[src/rtl/sm3_ss_pipe_if.sv]
// ---------------------------------------------------------------------------
// sm3_ss_pipe_if
// Bundles the handshake and data signals of the SM3 SS1/SS2 pipeline.
//   clear            : synchronous round-counter reset (start of a new block)
//   in_valid/in_ready: upstream handshake carrying state words a, e
//   out_valid/out_ready: downstream handshake carrying ss1, ss2, round, last
// Modports:
//   master : the side that feeds a/e and consumes results
//   slave  : the pipeline itself
// ---------------------------------------------------------------------------
interface sm3_ss_pipe_if #(
    parameter int WIDTH  = 32,
    parameter int ROUNDS = 64
);
    localparam int RW = $clog2(ROUNDS);

    logic             clear;
    logic             in_valid;
    logic             in_ready;
    logic [WIDTH-1:0] a;
    logic [WIDTH-1:0] e;
    logic             out_valid;
    logic             out_ready;
    logic [WIDTH-1:0] ss1;
    logic [WIDTH-1:0] ss2;
    logic [RW-1:0]    round;
    logic             last;

    modport master (
        output clear, in_valid, a, e, out_ready,
        input  in_ready, out_valid, ss1, ss2, round, last
    );

    modport slave (
        input  clear, in_valid, a, e, out_ready,
        output in_ready, out_valid, ss1, ss2, round, last
    );
endinterface

[src/rtl/sm3_ss_pipe.sv]
// ---------------------------------------------------------------------------
// sm3_ss_pipe
// Two-stage pipelined generator of the SM3 round intermediates
//   SS1 = ((A <<< ROT_A) + E + (Tj <<< (j mod WIDTH))) <<< ROT_S
//   SS2 = SS1 ^ (A <<< ROT_A)
// with an internal round counter j selecting Tj, and valid/ready flow control.
// Ports:
//   clk   : clock
//   rst_n : asynchronous active-low reset
//   bus   : sm3_ss_pipe_if.slave
//           clear, in_valid/in_ready, a, e       (input side)
//           out_valid/out_ready, ss1, ss2, round, last (output side)
// ---------------------------------------------------------------------------
module sm3_ss_pipe #(
    parameter int               WIDTH    = 32,
    parameter int               ROT_A    = 12,
    parameter int               ROT_S    = 7,
    parameter int               ROUNDS   = 64,
    parameter int               TJ_SPLIT = 16,
    parameter logic [WIDTH-1:0] TJ_LO    = 32'h79CC4519,
    parameter logic [WIDTH-1:0] TJ_HI    = 32'h7A879D8A
) (
    input  logic         clk,
    input  logic         rst_n,
    sm3_ss_pipe_if.slave bus
);
    localparam int            RW     = $clog2(ROUNDS);
    localparam logic [RW-1:0] LAST_J = RW'(ROUNDS - 1);

    // Left rotate; the amount is reduced mod WIDTH so 0 and WIDTH both mean
    // "no rotation". The upper half of {x,x} shifted left is the rotation.
    function automatic logic [WIDTH-1:0] rotl(input logic [WIDTH-1:0] x,
                                              input int unsigned       sh);
        logic [2*WIDTH-1:0] dbl;
        dbl = {x, x} << (sh % WIDTH);
        return dbl[2*WIDTH-1:WIDTH];
    endfunction

    // Round counter
    logic [RW-1:0]    j_q, j_d;

    // Stage 1 registers
    logic             vld_p1_q, vld_p1_d;
    logic [WIDTH-1:0] r_p1_q, r_p1_d;
    logic [WIDTH-1:0] sum_p1_q, sum_p1_d;
    logic [RW-1:0]    j_p1_q, j_p1_d;

    // Stage 2 registers (drive the outputs directly)
    logic             vld_p2_q, vld_p2_d;
    logic [WIDTH-1:0] ss1_p2_q, ss1_p2_d;
    logic [WIDTH-1:0] ss2_p2_q, ss2_p2_d;
    logic [RW-1:0]    round_p2_q, round_p2_d;
    logic             last_p2_q, last_p2_d;

    logic             s2_free;
    logic             in_ready;
    logic             accept;
    logic [WIDTH-1:0] tj_sel;
    logic [WIDTH-1:0] r_in;
    logic [WIDTH-1:0] ss1_in;

    // Stage 2 can take new data when empty or when its result leaves this
    // cycle; in_ready therefore depends on out_ready but never on in_valid.
    always_comb begin
        s2_free  = !vld_p2_q || bus.out_ready;
        in_ready = !vld_p1_q || s2_free;
        accept   = bus.in_valid && in_ready;
    end

    // Round counter: clear wins over the increment, but the accepted word
    // still uses the pre-clear j (captured in stage 1 below).
    always_comb begin
        j_d = j_q;
        if (bus.clear) begin
            j_d = '0;
        end else if (accept) begin
            j_d = (j_q == LAST_J) ? '0 : j_q + 1'b1;
        end
    end

    // ---- stage 0 -> stage 1 boundary ----
    always_comb begin
        tj_sel   = (int'(j_q) < TJ_SPLIT) ? TJ_LO : TJ_HI;
        r_in     = rotl(bus.a, ROT_A);
        vld_p1_d = vld_p1_q;
        r_p1_d   = r_p1_q;
        sum_p1_d = sum_p1_q;
        j_p1_d   = j_p1_q;
        if (accept) begin
            vld_p1_d = 1'b1;
            r_p1_d   = r_in;
            sum_p1_d = r_in + bus.e + rotl(tj_sel, 32'(j_q));
            j_p1_d   = j_q;
        end else if (s2_free) begin
            // Whatever stage 1 held has moved on (or it was already empty).
            vld_p1_d = 1'b0;
        end
    end

    // ---- stage 1 -> stage 2 boundary ----
    always_comb begin
        ss1_in     = rotl(sum_p1_q, ROT_S);
        vld_p2_d   = vld_p2_q;
        ss1_p2_d   = ss1_p2_q;
        ss2_p2_d   = ss2_p2_q;
        round_p2_d = round_p2_q;
        last_p2_d  = last_p2_q;
        if (s2_free) begin
            vld_p2_d = vld_p1_q;
            if (vld_p1_q) begin
                ss1_p2_d   = ss1_in;
                ss2_p2_d   = ss1_in ^ r_p1_q;
                round_p2_d = j_p1_q;
                last_p2_d  = (j_p1_q == LAST_J);
            end
        end
    end

    // Control state and the visible output registers are reset.
    always_ff @(posedge clk or negedge rst_n) begin
        if (!rst_n) begin
            j_q        <= '0;
            vld_p1_q   <= 1'b0;
            vld_p2_q   <= 1'b0;
            ss1_p2_q   <= '0;
            ss2_p2_q   <= '0;
            round_p2_q <= '0;
            last_p2_q  <= 1'b0;
        end else begin
            j_q        <= j_d;
            vld_p1_q   <= vld_p1_d;
            vld_p2_q   <= vld_p2_d;
            ss1_p2_q   <= ss1_p2_d;
            ss2_p2_q   <= ss2_p2_d;
            round_p2_q <= round_p2_d;
            last_p2_q  <= last_p2_d;
        end
    end

    // Stage 1 data is only meaningful alongside vld_p1_q, so it is not reset.
    always_ff @(posedge clk) begin
        r_p1_q   <= r_p1_d;
        sum_p1_q <= sum_p1_d;
        j_p1_q   <= j_p1_d;
    end

    assign bus.in_ready  = in_ready;
    assign bus.out_valid = vld_p2_q;
    assign bus.ss1       = ss1_p2_q;
    assign bus.ss2       = ss2_p2_q;
    assign bus.round     = round_p2_q;
    assign bus.last      = last_p2_q;

endmodule
[src/flat_wrapper.sv]
// flat-port wrapper written by rule: the top's interface ports become plain ports
module sm3_ss_pipe_flat 
#(
    parameter int               WIDTH    = 32,
    parameter int               ROT_A    = 12,
    parameter int               ROT_S    = 7,
    parameter int               ROUNDS   = 64,
    parameter int               TJ_SPLIT = 16,
    parameter logic [WIDTH-1:0] TJ_LO    = 32'h79CC4519,
    parameter logic [WIDTH-1:0] TJ_HI    = 32'h7A879D8A
)
  (clk, rst_n, bus_clear, bus_in_valid, bus_a, bus_e, bus_out_ready, bus_in_ready, bus_out_valid, bus_ss1, bus_ss2, bus_round, bus_last);
  sm3_ss_pipe_if #(.WIDTH(WIDTH), .ROUNDS(ROUNDS)) bus_i ();
  input  logic clk;
  input  logic rst_n;
  input wire logic [$bits(bus_i.clear)-1:0] bus_clear;
  input wire logic [$bits(bus_i.in_valid)-1:0] bus_in_valid;
  input wire logic [$bits(bus_i.a)-1:0] bus_a;
  input wire logic [$bits(bus_i.e)-1:0] bus_e;
  input wire logic [$bits(bus_i.out_ready)-1:0] bus_out_ready;
  output wire logic [$bits(bus_i.in_ready)-1:0] bus_in_ready;
  output wire logic [$bits(bus_i.out_valid)-1:0] bus_out_valid;
  output wire logic [$bits(bus_i.ss1)-1:0] bus_ss1;
  output wire logic [$bits(bus_i.ss2)-1:0] bus_ss2;
  output wire logic [$bits(bus_i.round)-1:0] bus_round;
  output wire logic [$bits(bus_i.last)-1:0] bus_last;
  assign bus_i.clear = bus_clear;
  assign bus_i.in_valid = bus_in_valid;
  assign bus_i.a = bus_a;
  assign bus_i.e = bus_e;
  assign bus_i.out_ready = bus_out_ready;
  assign bus_in_ready = bus_i.in_ready;
  assign bus_out_valid = bus_i.out_valid;
  assign bus_ss1 = bus_i.ss1;
  assign bus_ss2 = bus_i.ss2;
  assign bus_round = bus_i.round;
  assign bus_last = bus_i.last;
  sm3_ss_pipe #(.WIDTH(WIDTH), .ROT_A(ROT_A), .ROT_S(ROT_S), .ROUNDS(ROUNDS), .TJ_SPLIT(TJ_SPLIT), .TJ_LO(TJ_LO), .TJ_HI(TJ_HI)) u_core (.clk(clk), .rst_n(rst_n), .bus(bus_i));
endmodule
[config.mk]
export PLATFORM = sky130hd
export DESIGN_NAME = sm3_ss_pipe_flat
export DESIGN_NICKNAME = d
export VERILOG_FILES = /design/src/rtl/sm3_ss_pipe_if.sv /design/src/rtl/sm3_ss_pipe.sv /design/src/flat_wrapper.sv
export SDC_FILE = /design/constraint.sdc
export NUM_CORES = 1
export LEC_CHECK = 0
export BUFFER_PORTS_ARGS = -buffer_cell sky130_fd_sc_hd__buf_4
export CAP_MARGIN = 20
export CORE_UTILIZATION = 58
export CTS_CLUSTER_DIAMETER = 100
export CTS_CLUSTER_SIZE = 14
export DETAILED_ROUTE_END_ITERATION = 7
export PLACE_DENSITY = 0.81
export SYNTH_ARGS = -nofsm -noshare
export SYNTH_HDL_FRONTEND = slang
export SYNTH_SLANG_ARGS = --single-unit
[constraint.sdc]
create_clock -name clk -period 6.65 [get_ports clk]
set_input_delay 0.9975 -clock clk [delete_from_list [all_inputs] [get_ports clk]]
set_output_delay 0.9975 -clock clk [all_outputs]
set_load 0.02 [all_outputs]
## After elaboration in Yosys (flattened, before gate mapping)

Cells that the tools add are included.

| word-level totals | value |
|---|---|
| bits in latches | 0 |
| memories kept | 0 |
| output and inout port bits | 73 |
| word-level logic and storage cells | 32 |
| bits in read-only memories | 0 |
| flip-flop bits (word level) | 149 |
| RAM bits | 0 |

| operators by class | value |
|---|---|
| $lt $le $gt $ge | 1 |
| div/mod/pow operators | 0 |
| shift-type cells | 1 |
| reductions and logical operators | 8 |
| $mul | 0 |
| mux-type cells | 6 |
| bitwise gates (word level) | 1 |
| eq/ne operators | 2 |
| add/subtract/negate cells | 3 |

Operator list:

| kind | number |
|---|---|
| $add A32 B32 Y32 | 2 |
| $shl A64 B5 Y64 | 1 |
| $xor A32 B32 Y32 | 1 |
| $mux W26 | 1 |
| $mux W6 | 3 |
| $eq A6 B6 Y1 const B | 2 |
| $add A6 B1 Y6 const B | 1 |
| $lt A6 B5 Y1 const B | 1 |
| $reduce_bool A2 Y1 | 2 |
| $logic_not A1 Y1 | 2 |
| $logic_or A1 B1 Y1 | 2 |
| $mux W1 | 2 |
| $reduce_and A2 Y1 | 1 |
| $logic_and A1 B1 Y1 | 1 |

## Depth between registers and ports, before layout

Gate-level depths: netlist (run 1).

| logic depth | value |
|---|---|
| depth after elaboration | 6 |
| gate-level depth with buffers | 20 |
| mapped depth without buffers | 20 |

## Worst setup path after synthesis (run 1)

No wires, ideal clock.

| timing path | value |
|---|---|
| kind | reg2reg |
| start | reg u_core.j_q[4] |
| end | reg u_core.sum_p1_q[17], data pin |
| data required time | 6.385 ns |
| arrival time | 4.488 ns |
| path slack | 1.896 ns |
| cell stages (with the launch flop) | 20 |
| path through | dfrtp_1 > nor2_1 > inv_1 > ha_1 > nor2b_1 > a21oi_1 > inv_1 > mux2i_1 > mux2i_1 > o21ai_0 > fa_1 > ha_1 > fa_1 > a211oi_1 > o21bai_1 > a21oi_1 > o21ai_0 > o31ai_1 > o21ai_0 > xor2_1 |

| on the way | value |
|---|---|
| longest elaborated chain between the ends | 4 |

Ends and longest elaborated chain:

| item | RTL line | text |
|---|---|---|
| start, declared | sm3_ss_pipe.sv:40 | `logic [RW-1:0] j_q, j_d;` |
| start signal, assigned | sm3_ss_pipe.sv:130 | `j_q <= j_d;` |
| $lt A6 B5 Y1 | sm3_ss_pipe.sv:83 | `tj_sel = (int'(j_q) < TJ_SPLIT) ? TJ_LO : TJ_HI;` |
| $mux W26 | sm3_ss_pipe.sv:83 |  |
| $shl A64 B5 Y64 * | sm3_ss_pipe.sv:35 | `dbl = {x, x} << (sh % WIDTH);` |
| $add A32 B32 Y32 * | sm3_ss_pipe.sv:92 | `sum_p1_d = r_in + bus.e + rotl(tj_sel, 32'(j_q));` |
| end signal, assigned | sm3_ss_pipe.sv:143 | `sum_p1_q <= sum_p1_d;` |
| end, declared | sm3_ss_pipe.sv:45 | `logic [WIDTH-1:0] sum_p1_q, sum_p1_d;` |

Every way passes the cells marked *; elsewhere a longest branch is shown, timed or not.
A chain may end at the register's enable or synchronous reset.

## Final worst setup path (run 1)

| timing path | value |
|---|---|
| start | reg u_core.j_q[0] |
| end | reg u_core.sum_p1_q[17], data pin |

The elaborated chain is that of the path after synthesis.

==> results of run 1 <==
## worst min path at each step
stage	start	end	slack, ns	cells past startpoint
2_1_floorplan	u_core.j_q[3]$_DFFE_PN0P_	u_core.j_p1_q[3]$_DFFE_PP_	0.42	0
3_3_place_gp	u_core.bus.ss2[12]$_DFFE_PN0P_	u_core.bus.ss2[12]$_DFFE_PN0P_	0.46	2
3_5_place_dp	u_core.bus.ss2[16]$_DFFE_PN0P_	u_core.bus.ss2[16]$_DFFE_PN0P_	0.47	2
4_1_cts	rst_n	u_core.bus.ss1[21]$_DFFE_PN0P_	0.46	1
5_1_grt	rst_n	u_core.bus.ss1[21]$_DFFE_PN0P_	0.47	1
6_report	rst_n	u_core.bus.ss1[21]$_DFFE_PN0P_	0.45	1
## metal layers
metal  wire [microns]  vias up
li1                 -     3212
met1            10470     3315
met2            10660      269
met3             1265       38
met4              629        0
met5                0        -
## state kept, by name, indices dropped and copies added (netlist names)
signal                cells
u_core.bus.last           1
u_core.bus.round          6
u_core.sum_p1_q          32
u_core.vld_p1_q           1
u_core.bus.ss1           32
u_core.bus.out_valid      1
u_core.j_q                6
u_core.j_p1_q             6
u_core.r_p1_q            32
u_core.bus.ss2           32
## stage by stage
step,setup slack [ns],hold WS [ns],power (mW),instance area (sq um),util [%]
5_1_grt,0.9693,0.4677,4.044,10970,71.90
6_report,1.393,0.4460,3.848,10970,71.90
3_5_place_dp,1.397,0.4717,2.880,10330,67.71
4_1_cts,1.387,0.4588,3.852,10920,71.54
2_1_floorplan,1.896,0.4196,2.327,9116,-
3_3_place_gp,1.424,0.4618,2.838,10330,67.71
## cells in the mapped netlist, types with 2 or more instances
library cell               number
sky130_fd_sc_hd__xnor2_1       51
sky130_fd_sc_hd__nand2b_1       7
sky130_fd_sc_hd__inv_1         17
sky130_fd_sc_hd__o31ai_1        6
sky130_fd_sc_hd__a21o_1        22
sky130_fd_sc_hd__clkbuf_1      21
sky130_fd_sc_hd__a31oi_1        3
sky130_fd_sc_hd__o22ai_1        2
sky130_fd_sc_hd__fa_1          32
sky130_fd_sc_hd__xor2_1        10
sky130_fd_sc_hd__nor2_1        40
sky130_fd_sc_hd__buf_1          9
sky130_fd_sc_hd__a211oi_1       6
sky130_fd_sc_hd__nand4_1        9
sky130_fd_sc_hd__mux2i_1       40
sky130_fd_sc_hd__o21ai_2        2
sky130_fd_sc_hd__mux2_2        50
sky130_fd_sc_hd__nand3_1       13
sky130_fd_sc_hd__o21a_1         3
sky130_fd_sc_hd__o211ai_1       2
sky130_fd_sc_hd__nor2b_1        7
sky130_fd_sc_hd__o311ai_1       2
sky130_fd_sc_hd__ha_1          41
sky130_fd_sc_hd__a21boi_0       3
sky130_fd_sc_hd__o21ai_1        5
sky130_fd_sc_hd__edfxtp_1      70
sky130_fd_sc_hd__nor4_1         2
sky130_fd_sc_hd__nand3b_1       3
sky130_fd_sc_hd__dfrtp_1       79
sky130_fd_sc_hd__buf_2         12
sky130_fd_sc_hd__nor3_1         6
sky130_fd_sc_hd__o21bai_1       4
sky130_fd_sc_hd__a21oi_1       56
sky130_fd_sc_hd__nand2_1       79
sky130_fd_sc_hd__o21ai_0       80
## logic make-up after synthesis
family                     Yosys count
AOI/OAI and AO/OA                  209
xor gates and xnor gates            62
adders and majority gates           73
buffers and inverters               65
DFF                                149
muxes                               91
and+or+nand+nor                    176
## power groups by stage
stage                     logic (mW)  clock network [mW]  registers [mW]
after global routing            1.61                1.01            1.43
after CTS                       1.47               0.973            1.41
final                           1.48               0.960            1.40
after global placement          1.43                   0            1.41
after detailed placement        1.46                   0            1.42
after floorplan                0.763                   0            1.56
## layout make-up
| class | count | area, sq um | area share (%) |
|---|---|---|---|
| well taps | 211 | 264.0 | 2.406 |
| clock buffers | 17 | 425.4 | 3.878 |
| repair buffers | 152 | 1194 | 10.88 |
| multi-input cells | 611 | 4768 | 43.46 |
| inverters | 20 | 80.08 | 0.7299 |
| clock inverters | 15 | 158.9 | 1.448 |
| flip-flops and latches | 149 | 4080 | 37.19 |
==> results.ini, run 1 <==
[status]
run_status = complete, no violations

[place]
routabilityCongestion = 1.020
numPortBuffers = 141
hpwl_microns = 17330
placed_cells_incl_taps = 1141

[cts]
postCtsSetupBuffers = 0
path_clk_slew_ns = 0.07
tritoncts.num_buffers = 17
cts_resized = 0
cts_buffer_depth = 2
htree_num_levels = 4
cts_tree = yes
cts.sinks = 149
worstSkewPairLatency_ns = 0.44
cts_root_buffer_type = sky130_fd_sc_hd__clkbuf_16
cts-hold-fix-buffers = 0

[synthesis]
syn_avg_cell_area_sq_um = 11.05
synth_compound_area_share_pct = 13.81
cell_types_with_the_largest_area_share_after_synthesis = sky130_fd_sc_hd__edfxtp_1, sky130_fd_sc_hd__dfrtp_1, sky130_fd_sc_hd__fa_1, sky130_fd_sc_hd__mux2_2, sky130_fd_sc_hd__ha_1
syn-num-nets = 967
yosys.area.top_type = sky130_fd_sc_hd__edfxtp_1
synth-warning-count = 0
synth-async-reset-ratio_pct = 53.02
ys_types = 66
synth_fa_ha_area_share_pct = 12.65
synth-seq-cells = 149
synthSimpleGateAreaFrac_pct = 8.907
synth_cells = 825
count_of_flip_flops_with_a_built_in_enable_after_synthesis = 70
netlist_area_sq_mm = 0.009116
post_synth_xor_area_fraction_pct = 6.039
synth_top_cell_area_share_pct = 23.06
dominant_combinational_cell_family_by_area_after_synthesis = compound AO/OA/AOI/OAI gates
muxShareOfSynthArea_pct = 10.82
yosys_most_used_dff = sky130_fd_sc_hd__dfrtp_1
synth.yosys.seq_area_share_pct = 44.74

[critical_path]
timing.reg2reg.setup_slack_ns = 1.39
critPathMaxStageDelay_ns = 0.66
crit-reg2reg-capture = u_core.sum_p1_q[17]$_DFFE_PP_
required_ns = 6.84
reg2reg_from = u_core.j_q[0]$_DFFE_PN0P_
critPathLaunch = u_core.j_q[0]$_DFFE_PN0P_
timing.critical_path.depth = 17
r2r_cells = 17
path_max_fanout = 16
crit_type = register to register
timing.critical_path.slowest_stage_cell = sky130_fd_sc_hd__dfrtp_1
cp.buffers_inverters = 1
crit_family = compound AO/OA/AOI/OAI gates
cp-start-kind = register
worst_setup_path_end_kind = register
cp-endpoint = u_core.sum_p1_q[17]$_DFFE_PP_
cp_cell_sequence = inv_2 -> ha_1 -> nor2b_1 -> a21o_1 -> o21ai_0 -> mux2i_1 -> o21ai_0 -> fa_1 -> ha_1 -> fa_1 -> a211oi_1 -> o21bai_1 -> a21oi_1 -> o21ai_0 -> o31ai_1 -> o21ai_0 -> xor2_1
worstPathArrival_ns = 5.45
most_prevalent_standard_cell_on_the_critical_path = sky130_fd_sc_hd__o21ai_0

[sta]
final.min_clock_period_ns = 5.257
final_hold_viol_count = 0
finalCritPeriodShare_pct = 79.06
worst_pin_slew_ns = 1.024
total_negative_slack_ns = 0
report.final.slew_viol_count = 0
final-setup-viol-count = 0
fin_worst_skew_ns = 0.02018
timing.fmax_mhz = 190.2
slew_headroom_pct = 31.76
grt_setup_unrepaired = false

[power]
power_density_relative_to_cell_area_mw_per_mm2 = 350.8
proportion_of_total_power_due_to_net_switching_pct = 37.00
seqPwrFrac_pct = 36.5
net-switching-power_mw = 1.424
comb_power_share_pct = 38.6
max-vdd-ir-drop_mv = 0.1918
share_clk_of_total_power_pct = 24.9
internal_portion_of_total_power_mw = 2.424
p_leak_nw = 4.540

[detailed_routing]
drtAntennaViolNets = 0
viasPerCell = 5.816
wl_microns = 23020
vias = 6834
drc_errors_left = 0
drtPass1Iterations = 5
wl_per_cell_microns = 19.59
drt_iter0_drc = 544

[global_routing]
grt_usage_pct = 29.92
grt_busiest_layer = met2
use_met2_pct = 46.09
gr-total-overflow = 0
initial_antenna_violation_count = 0
globalRouteMet3Util_pct = 4.271
grt_start_max_net_pins = 99
grt_first_pass_wirelength_microns = 36050
first_global_vias = 6520
use_met1_pct = 43.31

[floorplan]
die_area_sq_mm = 0.01622
die_x_microns = 127.4
initial_core_utilization_pct = 59.75
num_rows = 45
coreArea_sq_mm = 0.01526
io-pin-count = 142
die_h_microns = 127.4

[worst_hold_path]
hold_path.class = input pin to async pin

[final_layout]
fin_cells = 1175
fin_nets = 1093
flow.area_growth_from_synthesis_pct = 20.34
final_layout_size_suffix_gt1_share_pct = 26.35
final_common_cell = sky130_fd_sc_hd__buf_4
mostFrequentLayoutCells = sky130_fd_sc_hd__buf_4, sky130_fd_sc_hd__o21ai_0, sky130_fd_sc_hd__nand2_1, sky130_fd_sc_hd__dfrtp_1, sky130_fd_sc_hd__edfxtp_1
diodes = 0
fillers = 1098

[run]
timing.max_cap.violations = 0

Note: power is estimated with default switching activity, not from simulation.
==> run 2: changes to the inputs <==
==> constraint.sdc (replaced) <==
create_clock -name clk -period 5.19 [get_ports clk]
set_input_delay 0.7785 -clock clk [delete_from_list [all_inputs] [get_ports clk]]
set_output_delay 0.7785 -clock clk [all_outputs]
set_load 0.02 [all_outputs]
==> run 2 against run 1 <==
Sequential share of layout area is 0.081 points higher. Power increased by 28%. Worst setup slack worse by 1.1 ns. Clock skew decreased by 0.0057 ns. Non-clock buffer count is 2 higher. Wire length fell by 1.7%. Largest cell class unchanged. Die area unchanged. Clock power rose by 28%. First-iteration DRC count fell by 5.3%. Highest routed layer unchanged. Critical path type unchanged. Clock-buffer cell count rose by 3. Via count shrank 0.80%. Maximum frequency up 7.7%.
==> results.ini, run 2 (synthesis results as in run 1) <==
[status]
run_status = complete, no violations  ; unchanged

[power]
power_density_relative_to_cell_area_mw_per_mm2 = 449.9  ; was 350.8 mW/mm^2
design_power_total_mw = 4.925  ; was 3.848 mW
p_leak_nw = 4.538  ; was 4.540 nW
max-vdd-ir-drop_mv = 0.2686  ; was 0.1918 mV

[detailed_routing]
drtAntennaViolNets = 0  ; unchanged
drtPass1Iterations = 5  ; unchanged
vias = 6779  ; was 6834
drt_iter0_drc = 515  ; was 544
drc_errors_left = 0  ; unchanged
wl_per_cell_microns = 19.23  ; was 19.59 microns
wl_microns = 22630  ; was 23020 microns
viasPerCell = 5.760  ; was 5.816

[sta]
final.min_clock_period_ns = 4.879  ; was 5.257 ns
fin_worst_skew_ns = 0.01450  ; was 0.02018 ns
finalCritPeriodShare_pct = 94.02  ; was 79.06%
timing.fmax_mhz = 204.9  ; was 190.2 MHz
slew_headroom_pct = 34.56  ; was 31.76%
grt_setup_unrepaired = false  ; unchanged
final-setup-viol-count = 0  ; unchanged
worst_pin_slew_ns = 0.9801  ; was 1.024 ns
total_negative_slack_ns = 0  ; unchanged
final_hold_viol_count = 0  ; unchanged
report.final.slew_viol_count = 0  ; unchanged

[cts]
cts_buffer_depth = 2  ; unchanged
tritoncts.num_buffers = 17  ; unchanged
htree_num_levels = 4  ; unchanged
cts_tree = yes  ; unchanged
path_clk_slew_ns = 0.07  ; about the same
cts_root_buffer_type = sky130_fd_sc_hd__clkbuf_16  ; unchanged
cts.sinks = 149  ; unchanged
worstSkewPairLatency_ns = 0.43  ; was 0.44 ns
postCtsSetupBuffers = 0  ; unchanged

[critical_path]
critPathLaunch = u_core.j_q[5]$_DFFE_PN0P_  ; was u_core.j_q[0]$_DFFE_PN0P_
required_ns = 5.36  ; was 6.84 ns
worstPathArrival_ns = 5.05  ; was 5.45 ns
reg2reg_from = u_core.j_q[5]$_DFFE_PN0P_  ; was u_core.j_q[0]$_DFFE_PN0P_
worst_setup_path_end_kind = register  ; unchanged
crit_type = register to register  ; unchanged
path_max_fanout = 7  ; was 16
cp-start-kind = register  ; unchanged

[final_layout]
fillers = 1136  ; was 1098
final_layout_size_suffix_gt1_share_pct = 26.50  ; was 26.35%
mostFrequentLayoutCells = sky130_fd_sc_hd__buf_4, sky130_fd_sc_hd__o21ai_0, sky130_fd_sc_hd__nand2_1, sky130_fd_sc_hd__dfrtp_1, sky130_fd_sc_hd__edfxtp_1  ; unchanged
diodes = 0  ; unchanged
flow.area_growth_from_synthesis_pct = 20.08  ; was 20.34%
fin_nets = 1095  ; was 1093
final_common_cell = sky130_fd_sc_hd__buf_4  ; unchanged
finish.utilization_pct = 71.74  ; was 71.90%

[floorplan]
coreArea_sq_mm = 0.01526  ; unchanged
die_area_sq_mm = 0.01622  ; unchanged
die_x_microns = 127.4  ; unchanged
num_rows = 45  ; unchanged
io-pin-count = 142  ; unchanged
die_h_microns = 127.4  ; unchanged
initial_core_utilization_pct = 59.75  ; unchanged

[global_routing]
first_global_vias = 6524  ; was 6520
initial_antenna_violation_count = 0  ; unchanged
grt_first_pass_wirelength_microns = 35320  ; was 36050 microns
gr-total-overflow = 0  ; unchanged
grt_start_max_net_pins = 65  ; was 99
grt_usage_pct = 28.99  ; was 29.92%

[place]
numPortBuffers = 141  ; unchanged
hpwl_microns = 17230  ; was 17330 microns
routabilityCongestion = 0.9448  ; was 1.020

[run]
timing.max_cap.violations = 0  ; unchanged

[worst_hold_path]
hold_path.class = input pin to async pin  ; unchanged

==> run 2: path summary, 6_finish.rpt <==
path	to	slack, ns	cells after the start
worst max-delay path	u_core.sum_p1_q[31]$_DFFE_PP_	0.31	15
worst min-delay path	u_core.bus.ss2[17]$_DFFE_PN0P_	0.42	1
worst max register to register	u_core.sum_p1_q[31]$_DFFE_PP_	0.31	15
worst min register to register	u_core.bus.ss2[16]$_DFFE_PN0P_	0.48	2
max in group asynchronous	u_core.bus.ss1[31]$_DFFE_PN0P_	3.95	2
min in group clk	u_core.bus.ss2[16]$_DFFE_PN0P_	0.48	2
==> run 2: power by group <==
group / internal, mW / switching [mW]
registers: 1.60 / 0.201
clock network: 0.729 / 0.503
logic: 0.829 / 1.07
total: 3.16 / 1.77
==> run 2: layout make-up <==
class	instances	area (sq um)	area share (%)
Clock buffer	20	446.7	4.080
Clock inverter	12	142.6	1.303
Inverter	20	80.08	0.7315
Multi-Input combinational cell	611	4777	43.64
Sequential cell	149	4080	37.27
Tap cell	211	264.0	2.412
Timing Repair Buffer	154	1156	10.56
==> run 2: through the flow <==
stage | cell area (sq um) | std cells | worst slack, ns | hold WS (ns)
CTS | 10940 | 1177 | 0.2875 | 0.4412
global placement | 10350 | 1145 | 0.3114 | 0.4621
global route | 10950 | 1177 | 0.06135 | 0.4731
floorplan | 9116 | 825 | 0.4365 | 0.4196
detailed placement | 10350 | 1145 | 0.2989 | 0.4725
finish | 10950 | 1177 | 0.3105 | 0.4166
==> run 2: worst max-delay path, stage by stage (launching register included) <==
cell	delay, ns
sky130_fd_sc_hd__dfrtp_1	0.44
sky130_fd_sc_hd__nor2_1	0.16
sky130_fd_sc_hd__inv_1	0.12
sky130_fd_sc_hd__ha_1	0.34
sky130_fd_sc_hd__mux4_2	0.52
sky130_fd_sc_hd__mux2_2	0.31
sky130_fd_sc_hd__o21ai_0	0.34
sky130_fd_sc_hd__fa_1	0.49
sky130_fd_sc_hd__ha_1	0.48
sky130_fd_sc_hd__nand4_1	0.18
sky130_fd_sc_hd__nor4_1	0.30
sky130_fd_sc_hd__nand3_1	0.12
sky130_fd_sc_hd__o21a_1	0.19
sky130_fd_sc_hd__o21ai_2	0.28
sky130_fd_sc_hd__o21ai_1	0.19
sky130_fd_sc_hd__xnor2_2	0.16
==> run 2: timing repair <==
| action | in CTS | in global routing |
|---|---|---|
| hold buffers | 0 | 0 |
| resized for setup | 0 | 2 |
| setup endpoints to repair | 0 | 1 |
==> run 2: per-layer routing <==
layer  part of all wire [%]  track usage (%)  wire length [microns]
met1                     46            41.30                  10360
met3                    5.1            4.355                   1155
met2                     48            46.90                  10880
met5                      0                0                      0
met4                    1.0            7.213                    233
